$ cat src/rtl/addr_decoder_gen2.sv
// Host-to-switch address decoder: per-switch request queues, round-robin issue on a
// shared switch bus, per-switch outstanding tracking with timeout, tagged completions.

module addr_decoder_gen2_sw #(
  parameter int ADDR_W     = 8,
  parameter int DATA_W     = 8,
  parameter int ID_W       = 8,
  parameter int FIFO_DEPTH = 2,
  parameter int TIMEOUT    = 15,
  parameter int ENT_W      = 1 + ADDR_W + DATA_W + ID_W
) (
  input  logic              clk,
  input  logic              rst,
  input  logic              push,
  input  logic [ENT_W-1:0]  push_ent,
  input  logic              grant,
  input  logic              ack,
  input  logic [DATA_W-1:0] rd_data,
  input  logic              cmpl_grant,
  output logic              full,
  output logic              req,
  output logic              hd_wr,
  output logic [ADDR_W-1:0] hd_addr,
  output logic [DATA_W-1:0] hd_data,
  output logic              cand,
  output logic [DATA_W-1:0] cand_data,
  output logic              cand_err,
  output logic [ID_W-1:0]   cand_id
);
  localparam int AW = $clog2(FIFO_DEPTH);
  localparam int TW = $clog2(TIMEOUT);
  localparam logic [TW-1:0] T_LOAD = TW'(TIMEOUT - 1);
  localparam logic [1:0] S_IDLE = 2'd0, S_ISSUED = 2'd1, S_RESP = 2'd2;

  logic [FIFO_DEPTH-1:0][ENT_W-1:0] mem;
  logic [AW-1:0]     wr_ptr, rd_ptr;
  logic [AW:0]       count;
  logic              empty, pop, store;
  logic [ENT_W-1:0]  head;
  logic [1:0]        state;
  logic [TW-1:0]     tmr;
  logic              wr_q, err_q;
  logic [ID_W-1:0]   id_q;
  logic [DATA_W-1:0] rdat_q;

  assign empty = (count == '0);
  assign full  = (count == (AW+1)'(FIFO_DEPTH));
  // An empty queue hands the incoming entry straight to the arbiter; it is only stored if not issued.
  assign head  = empty ? push_ent : mem[rd_ptr];
  assign pop   = grant & ~empty;
  assign store = push & ~(empty & grant);
  assign req   = (state == S_IDLE) & (~empty | push);

  assign hd_wr   = head[ENT_W-1];
  assign hd_addr = head[ENT_W-2 -: ADDR_W];
  assign hd_data = head[ID_W +: DATA_W];

  always_ff @(posedge clk) begin
    if (store) mem[wr_ptr] <= push_ent;
  end

  always_ff @(posedge clk or posedge rst) begin
    if (rst) begin
      wr_ptr <= '0;
      rd_ptr <= '0;
      count  <= '0;
    end else begin
      if (store) wr_ptr <= wr_ptr + AW'(1);
      if (pop)   rd_ptr <= rd_ptr + AW'(1);
      case ({store, pop})
        2'b10:   count <= count + (AW+1)'(1);
        2'b01:   count <= count - (AW+1)'(1);
        default: count <= count;
      endcase
    end
  end

  always_ff @(posedge clk or posedge rst) begin
    if (rst) begin
      state  <= S_IDLE;
      tmr    <= '0;
      wr_q   <= 1'b0;
      id_q   <= '0;
      rdat_q <= '0;
      err_q  <= 1'b0;
    end else begin
      case (state)
        S_IDLE: if (grant) begin
          state <= S_ISSUED;
          tmr   <= T_LOAD;
          wr_q  <= head[ENT_W-1];
          id_q  <= head[ID_W-1:0];
        end
        S_ISSUED: if (ack) begin
          // An ack delivered in its own cycle skips RESP entirely.
          state  <= cmpl_grant ? S_IDLE : S_RESP;
          rdat_q <= wr_q ? '0 : rd_data;
          err_q  <= 1'b0;
        end else if (tmr == '0) begin
          state  <= S_RESP;
          rdat_q <= '0;
          err_q  <= 1'b1;
        end else begin
          tmr <= tmr - TW'(1);
        end
        S_RESP:  if (cmpl_grant) state <= S_IDLE;
        default: state <= S_IDLE;
      endcase
    end
  end

  assign cand      = (state == S_RESP) | ((state == S_ISSUED) & ack);
  assign cand_data = (state == S_RESP) ? rdat_q : (wr_q ? '0 : rd_data);
  assign cand_err  = (state == S_RESP) & err_q;
  assign cand_id   = id_q;
endmodule

module addr_decoder_gen2 #(
  parameter int NUM_SW     = 5,
  parameter int ADDR_W     = 8,
  parameter int DATA_W     = 8,
  parameter int ID_W       = 8,
  parameter int FIFO_DEPTH = 2,
  parameter int TIMEOUT    = 15
) (
  input  logic                     clk,
  input  logic                     rst,
  input  logic                     valid_in,
  output logic                     ready_out,
  input  logic                     wr_rd_op,
  input  logic [ADDR_W-1:0]        addr_in,
  input  logic [ID_W-1:0]          op_id_in,
  input  logic [DATA_W-1:0]        wr_data_in,
  output logic [NUM_SW-1:0]        sel_en_out,
  output logic                     wr_rd_s_out,
  output logic [ADDR_W-1:0]        addr_out,
  output logic [DATA_W-1:0]        wr_data_out,
  input  logic [NUM_SW-1:0]        ack_in,
  input  logic [NUM_SW*DATA_W-1:0] rd_data_in,
  output logic                     done_valid,
  output logic [ID_W-1:0]          done_op_id,
  output logic [DATA_W-1:0]        rd_data_out,
  output logic                     done_err
);
  localparam int IDX_W = $clog2(NUM_SW);
  localparam int ENT_W = 1 + ADDR_W + DATA_W + ID_W;
  localparam logic [IDX_W:0] NSW = (IDX_W+1)'(NUM_SW);

  logic [IDX_W-1:0] idx, rr_ptr, win;
  logic             mapped, tgt_full, accept, err_acc, any_iss;
  logic [NUM_SW-1:0] full, req, push, grant, cand, cand_err, cmpl_grant, hd_wr;
  logic [NUM_SW-1:0][ADDR_W-1:0] hd_addr;
  logic [NUM_SW-1:0][DATA_W-1:0] hd_data, cand_data;
  logic [NUM_SW-1:0][ID_W-1:0]   cand_id;
  logic              c_vld, c_err;
  logic [ID_W-1:0]   c_id;
  logic [DATA_W-1:0] c_data;

  assign idx    = addr_in[ADDR_W-1 -: IDX_W];
  assign mapped = ({1'b0, idx} < NSW);

  always_comb begin
    tgt_full = 1'b0;
    for (int i = 0; i < NUM_SW; i++)
      if (idx == IDX_W'(i)) tgt_full = full[i];
  end

  // Unmapped requests complete at their accept edge on the top-priority error path,
  // so the one-entry error slot is always free again by the next cycle.
  assign ready_out = mapped ? ~tgt_full : 1'b1;
  assign accept    = valid_in & ready_out;
  assign err_acc   = accept & ~mapped;

  for (genvar i = 0; i < NUM_SW; i++) begin : g_sw
    assign push[i] = accept & mapped & (idx == IDX_W'(i));
    addr_decoder_gen2_sw #(
      .ADDR_W(ADDR_W), .DATA_W(DATA_W), .ID_W(ID_W),
      .FIFO_DEPTH(FIFO_DEPTH), .TIMEOUT(TIMEOUT), .ENT_W(ENT_W)
    ) u_sw (
      .clk(clk), .rst(rst), .push(push[i]),
      .push_ent({wr_rd_op, addr_in, wr_data_in, op_id_in}),
      .grant(grant[i]), .ack(ack_in[i]), .rd_data(rd_data_in[i*DATA_W +: DATA_W]),
      .cmpl_grant(cmpl_grant[i]), .full(full[i]), .req(req[i]),
      .hd_wr(hd_wr[i]), .hd_addr(hd_addr[i]), .hd_data(hd_data[i]),
      .cand(cand[i]), .cand_data(cand_data[i]), .cand_err(cand_err[i]), .cand_id(cand_id[i])
    );
  end

  always_comb begin : p_iss_arb
    int j;
    j       = 0;
    grant   = '0;
    win     = '0;
    any_iss = 1'b0;
    for (int k = 0; k < NUM_SW; k++) begin
      j = int'(rr_ptr) + k;
      if (j >= NUM_SW) j = j - NUM_SW;
      if (!any_iss && req[j]) begin
        any_iss  = 1'b1;
        win      = IDX_W'(j);
        grant[j] = 1'b1;
      end
    end
  end

  always_ff @(posedge clk or posedge rst) begin
    if (rst) begin
      rr_ptr      <= '0;
      sel_en_out  <= '0;
      wr_rd_s_out <= 1'b0;
      addr_out    <= '0;
      wr_data_out <= '0;
    end else begin
      sel_en_out  <= grant;
      wr_rd_s_out <= any_iss & hd_wr[win];
      addr_out    <= any_iss ? hd_addr[win] : '0;
      wr_data_out <= any_iss ? hd_data[win] : '0;
      if (any_iss) rr_ptr <= (win == IDX_W'(NUM_SW - 1)) ? '0 : win + IDX_W'(1);
    end
  end

  always_comb begin
    cmpl_grant = '0;
    c_vld      = 1'b0;
    c_err      = 1'b0;
    c_id       = '0;
    c_data     = '0;
    if (err_acc) begin
      c_vld = 1'b1;
      c_err = 1'b1;
      c_id  = op_id_in;
    end else begin
      for (int i = 0; i < NUM_SW; i++)
        if (!c_vld && cand[i]) begin
          c_vld         = 1'b1;
          cmpl_grant[i] = 1'b1;
          c_id          = cand_id[i];
          c_data        = cand_data[i];
          c_err         = cand_err[i];
        end
    end
  end

  always_ff @(posedge clk or posedge rst) begin
    if (rst) begin
      done_valid  <= 1'b0;
      done_op_id  <= '0;
      rd_data_out <= '0;
      done_err    <= 1'b0;
    end else begin
      done_valid  <= c_vld;
      done_op_id  <= c_id;
      rd_data_out <= c_data;
      done_err    <= c_err;
    end
  end
endmodule

$ cat config.mk
export PLATFORM = sky130hd
export DESIGN_NAME = addr_decoder_gen2
export DESIGN_NICKNAME = d
export VERILOG_FILES = /design/src/rtl/addr_decoder_gen2.sv
export SDC_FILE = /design/constraint.sdc
export NUM_CORES = 1
export LEC_CHECK = 0
export BUFFER_PORTS_ARGS = -buffer_cell sky130_fd_sc_hd__buf_4
export CORE_MARGIN = 4
export CORE_UTILIZATION = 45
export DETAILED_ROUTE_END_ITERATION = 8
export PLACE_DENSITY = 0.74
export SYNTH_ARGS = -nofsm -noshare
export SYNTH_HDL_FRONTEND = slang
export SYNTH_SLANG_ARGS = --single-unit
$ cat constraint.sdc
create_clock -name clk -period 5 [get_ports clk]
set_input_delay 0.25 -clock clk [delete_from_list [all_inputs] [get_ports clk]]
set_output_delay 0.25 -clock clk [all_outputs]
set_load 0.01 [all_outputs]
==> metrics.md <==
| Metric | Value |
|---|---|
| Gate Count Post-Synth | `between 1,500 and 2,000` |
| Initial antenna violation count | `3` |
| Tightest Hold Check Type | `in2reg` |
| Initial DRC count | `1,610` |
| Setup WS pre-CTS | `176.7 ps` |
| Fill count | `3,604` |
| Cell Rows | `77` |
| Initial core utilization | `45.97%` |
| Min-Delay Endpoint | `g_sw[3].u_sw.mem[31]` |
| Drt wl/cell | `21.46 um` |
| Synthesized area | `20,500 um^2` |
| Async SR Flop Fraction | `a little over two fifths` |
| Layout cells sized above 1 | `17.84%` |
| Synth area leaders | `edfxtp_1 37%, dfrtp_1 22%, mux2i_1 6.4%, nand2_1 3.2%, o21ai_0 2.7%` |
| Setup TNS | `0 ps` |
| Post-synth top area share | `a little over a third` |
| Largest net degree at the start of global routing | `184` |
| WP data required | `5440 ps` |
| CP most frequent cell | `buf_4` |
| Final setup violation count | `0` |
| Die height | `around 220 um` |
| Hold violation count in the final report | `0` |
| Reg-to-Reg Start | `rr_ptr[2]` |
| CTS H-tree depth | `2` |
| Syn nets | `1,831` |
| Vias | `15,130` |
| Core area | `44,610 um^2` |
| Run status | `completed` |
| Num CTS Buffers | `between 40 and 50` |
| IO Count | `114` |
| Longest Clk Path Bufs | `3` |
| Max stage delay cell, worst path | `or4b_4` |
| Post-DRT Antenna Nets | `0` |
| Yosys reg bits | `433` |
| M1 GR Usage | `28.49%` |
| EDFF count, synth | `250` |
| Reg-to-reg critical path endpoint | `wr_data_out[6]` |
| Total of max-cap violations | `0` |
| Fin util | `54.90%` |
| Ys Warns | `0` |
| First-pass GRT wire length | `85,520 um` |
| Sequential cell area | `~12,000 um^2` |
| Worst EP arrival | `5220 ps` |
| Top Family by Delay on Critical Path | `simple AND/OR/NAND/NOR gates` |
| CP bufs+invs | `4` |
| Multi-input gate area | `just under 8000 um^2` |
| Register area share after synthesis | `58.95%` |
| Crit Path Category | `reg2reg` |
| Setup Skew | `18.97 ps` |
| Largest fanout on the critical path | `22` |
| Clock Latency Late Sink | `570 ps` |
| CP cell instances | `inv_2 -> ha_2 -> a211oi_2 -> mux2i_2 -> buf_4 -> mux2i_1 -> a222oi_1 -> buf_4 -> or3_1 -> or4b_4 -> and3_2 -> buf_4 -> or3b_1 -> a32o_1 -> a221o_1` |
| Crit path largest cell delay | `510 ps` |
| Max-slew violation count | `0` |
| Min Tclk post-route | `4777 ps` |
| Vias per Instance | `5.916` |
| Vias in the first global route | `~15,000` |
| Worst-Margin Slew | `1205 ps` |
| CTS root buf | `clkbuf_16` |
| Area Overhead vs Synth | `19.43%` |
| Mean Syn Cell Area | `11.83 um^2` |
| DRC | `0` |
| Sink Count | `433` |
| CTS tree | `done` |
| Fmax | `209.3 MHz` |
| Most Crowded Layer GR | `met2` |
| Worst setup EP type | `flip-flop` |
| Final worst slack | `~220 ps` |
| Worst r2r path cells | `15` |
| Final cycle utilization of the critical path | `95.55%` |
| Gr usage total | `21.69%` |
| Hold Crit Start | `op_id_in[6]` |
| Die W | `roughly 220 um` |
| Worst hold path cell count | `1` |
| Global route total overflow | `0` |
| Area leader, netlist | `edfxtp_1` |
| Nets@finish | `2,024` |
| RSZ-0062 raised after global routing | `false` |
| CP startpoint kind | `flip-flop` |
| 1st-pass router iterations | `6` |
| DP Wirelength | `about 36,000 um` |
| Top FF cell, synth | `edfxtp_1` |
| Worst slew margin | `roughly a fifth` |
| FF-to-FF setup slack | `approximately 220 ps` |
| Die area | `49,040 um^2` |
| Routability cong. | `0.9218` |
| Reg clk slew, reported paths | `60 ps` |
| Distinct cells, synth | `88` |
| M2 GR Usage | `between 30 and 40%` |
| GRT met3 Usage | `under 10%` |
| IO Port Bufs | `roughly 110` |
| Detailed Route WL | `54,880 um` |
[kinds of logic after synthesis]
family / synth area share [%]
flops: 58.95
compound gates: 14.54
xor+xnor: 1.538
fa+ha+maj: 1.562
mux: 9.202
buf+inv: 2.777
simple gates: 11.44
[layer usage]
layer / vias up / share of wire, %
li1: 6889 / -
met3: 121 / 5.6
met2: 558 / 50
met4: 0 / 2.9
met1: 7565 / 42
met5: - / 0
[synthesized netlist by cell type, types with 20 or more instances]
cell	number
inv_1	34
xnor2_1	23
nand2_1	175
edfxtp_1	250
nor2_1	141
o21ai_0	110
nand2b_1	36
dfrtp_1	183
mux2_2	37
ha_1	24
nand3_1	24
buf_2	20
a22o_1	33
clkbuf_1	62
a21oi_1	81
mux2i_1	132
[timing repair]
item,CTS,global route
gates resized for setup,0,5
hold buffers,62,1
buffers inserted,0,1
setup endpoints to repair,0,115
endpoints found under the hold margin,225,23
[stage by stage]
stage	instance area, um^2	hold slack (ps)	std cells
5_1_grt	24480	16.48	2557
3_3_place_gp	22270	452.2	2406
3_5_place_dp	22270	457.2	2406
4_1_cts	24420	0.8480	2551
6_report	24490	24.30	2558
2_1_floorplan	20510	335.7	1733
[registers in the layout, indices dropped and copies added (netlist names)]
signal / count
addr_out: 8
done_err: 1
done_op_id: 8
done_valid: 1
g_sw.u_sw.cand_id: 40
g_sw.u_sw.count: 10
g_sw.u_sw.err_q: 5
g_sw.u_sw.mem: 250
g_sw.u_sw.rd_ptr: 5
g_sw.u_sw.rdat_q: 40
g_sw.u_sw.state: 10
g_sw.u_sw.tmr: 20
g_sw.u_sw.wr_ptr: 5
g_sw.u_sw.wr_q: 5
rd_data_out: 8
rr_ptr: 3
sel_en_out: 5
wr_data_out: 8
wr_rd_s_out: 1
[area by class of cell]
class                   instances  share of cell area, %
diodes                          4                0.04088
clock inverters                16                 0.7102
multi-input cells            1167                  32.21
well taps                     592                  3.025
repair buffers                243                  8.533
flip-flops and latches        433                  49.36
clock buffers                  67                  5.554
inverters                      36                 0.5672
[worst max-delay path by stage]
stage | from | to | slack, ps | cells past startpoint
after floorplan | rr_ptr[1] | g_sw[0].u_sw.mem[0] | 80 | 13
after global placement | rr_ptr[1] | wr_data_out[6] | 250 | 14
after detailed placement | rr_ptr[1] | wr_data_out[6] | 180 | 14
after CTS | rr_ptr[1] | wr_data_out[6] | 150 | 14
after global routing | rr_ptr[2] | wr_data_out[6] | 60 | 15
final | rr_ptr[2] | wr_data_out[6] | 220 | 15
[layout by cell type (no fill, tap or decap), types with 21 or more instances in the layout]
cell type | Yosys | routed
edfxtp_1 | 250 | 250
dfrtp_1 | 183 | 183
nand2_1 | 175 | 175
buf_4 | 2 | 172
nor2_1 | 141 | 133
mux2i_1 | 132 | 132
o21ai_0 | 110 | 109
a21oi_1 | 81 | 81
dlygate4sd3_1 | 0 | 63
clkbuf_16 | 0 | 46
mux2_2 | 37 | 37
nand2b_1 | 36 | 36
a22o_1 | 33 | 33
inv_1 | 34 | 32
nand3_1 | 24 | 24
xnor2_1 | 23 | 23
ha_1 | 24 | 21
Power is not shown: default switching activity piles up to over one toggle a cycle in this logic, so the estimate is an artifact.
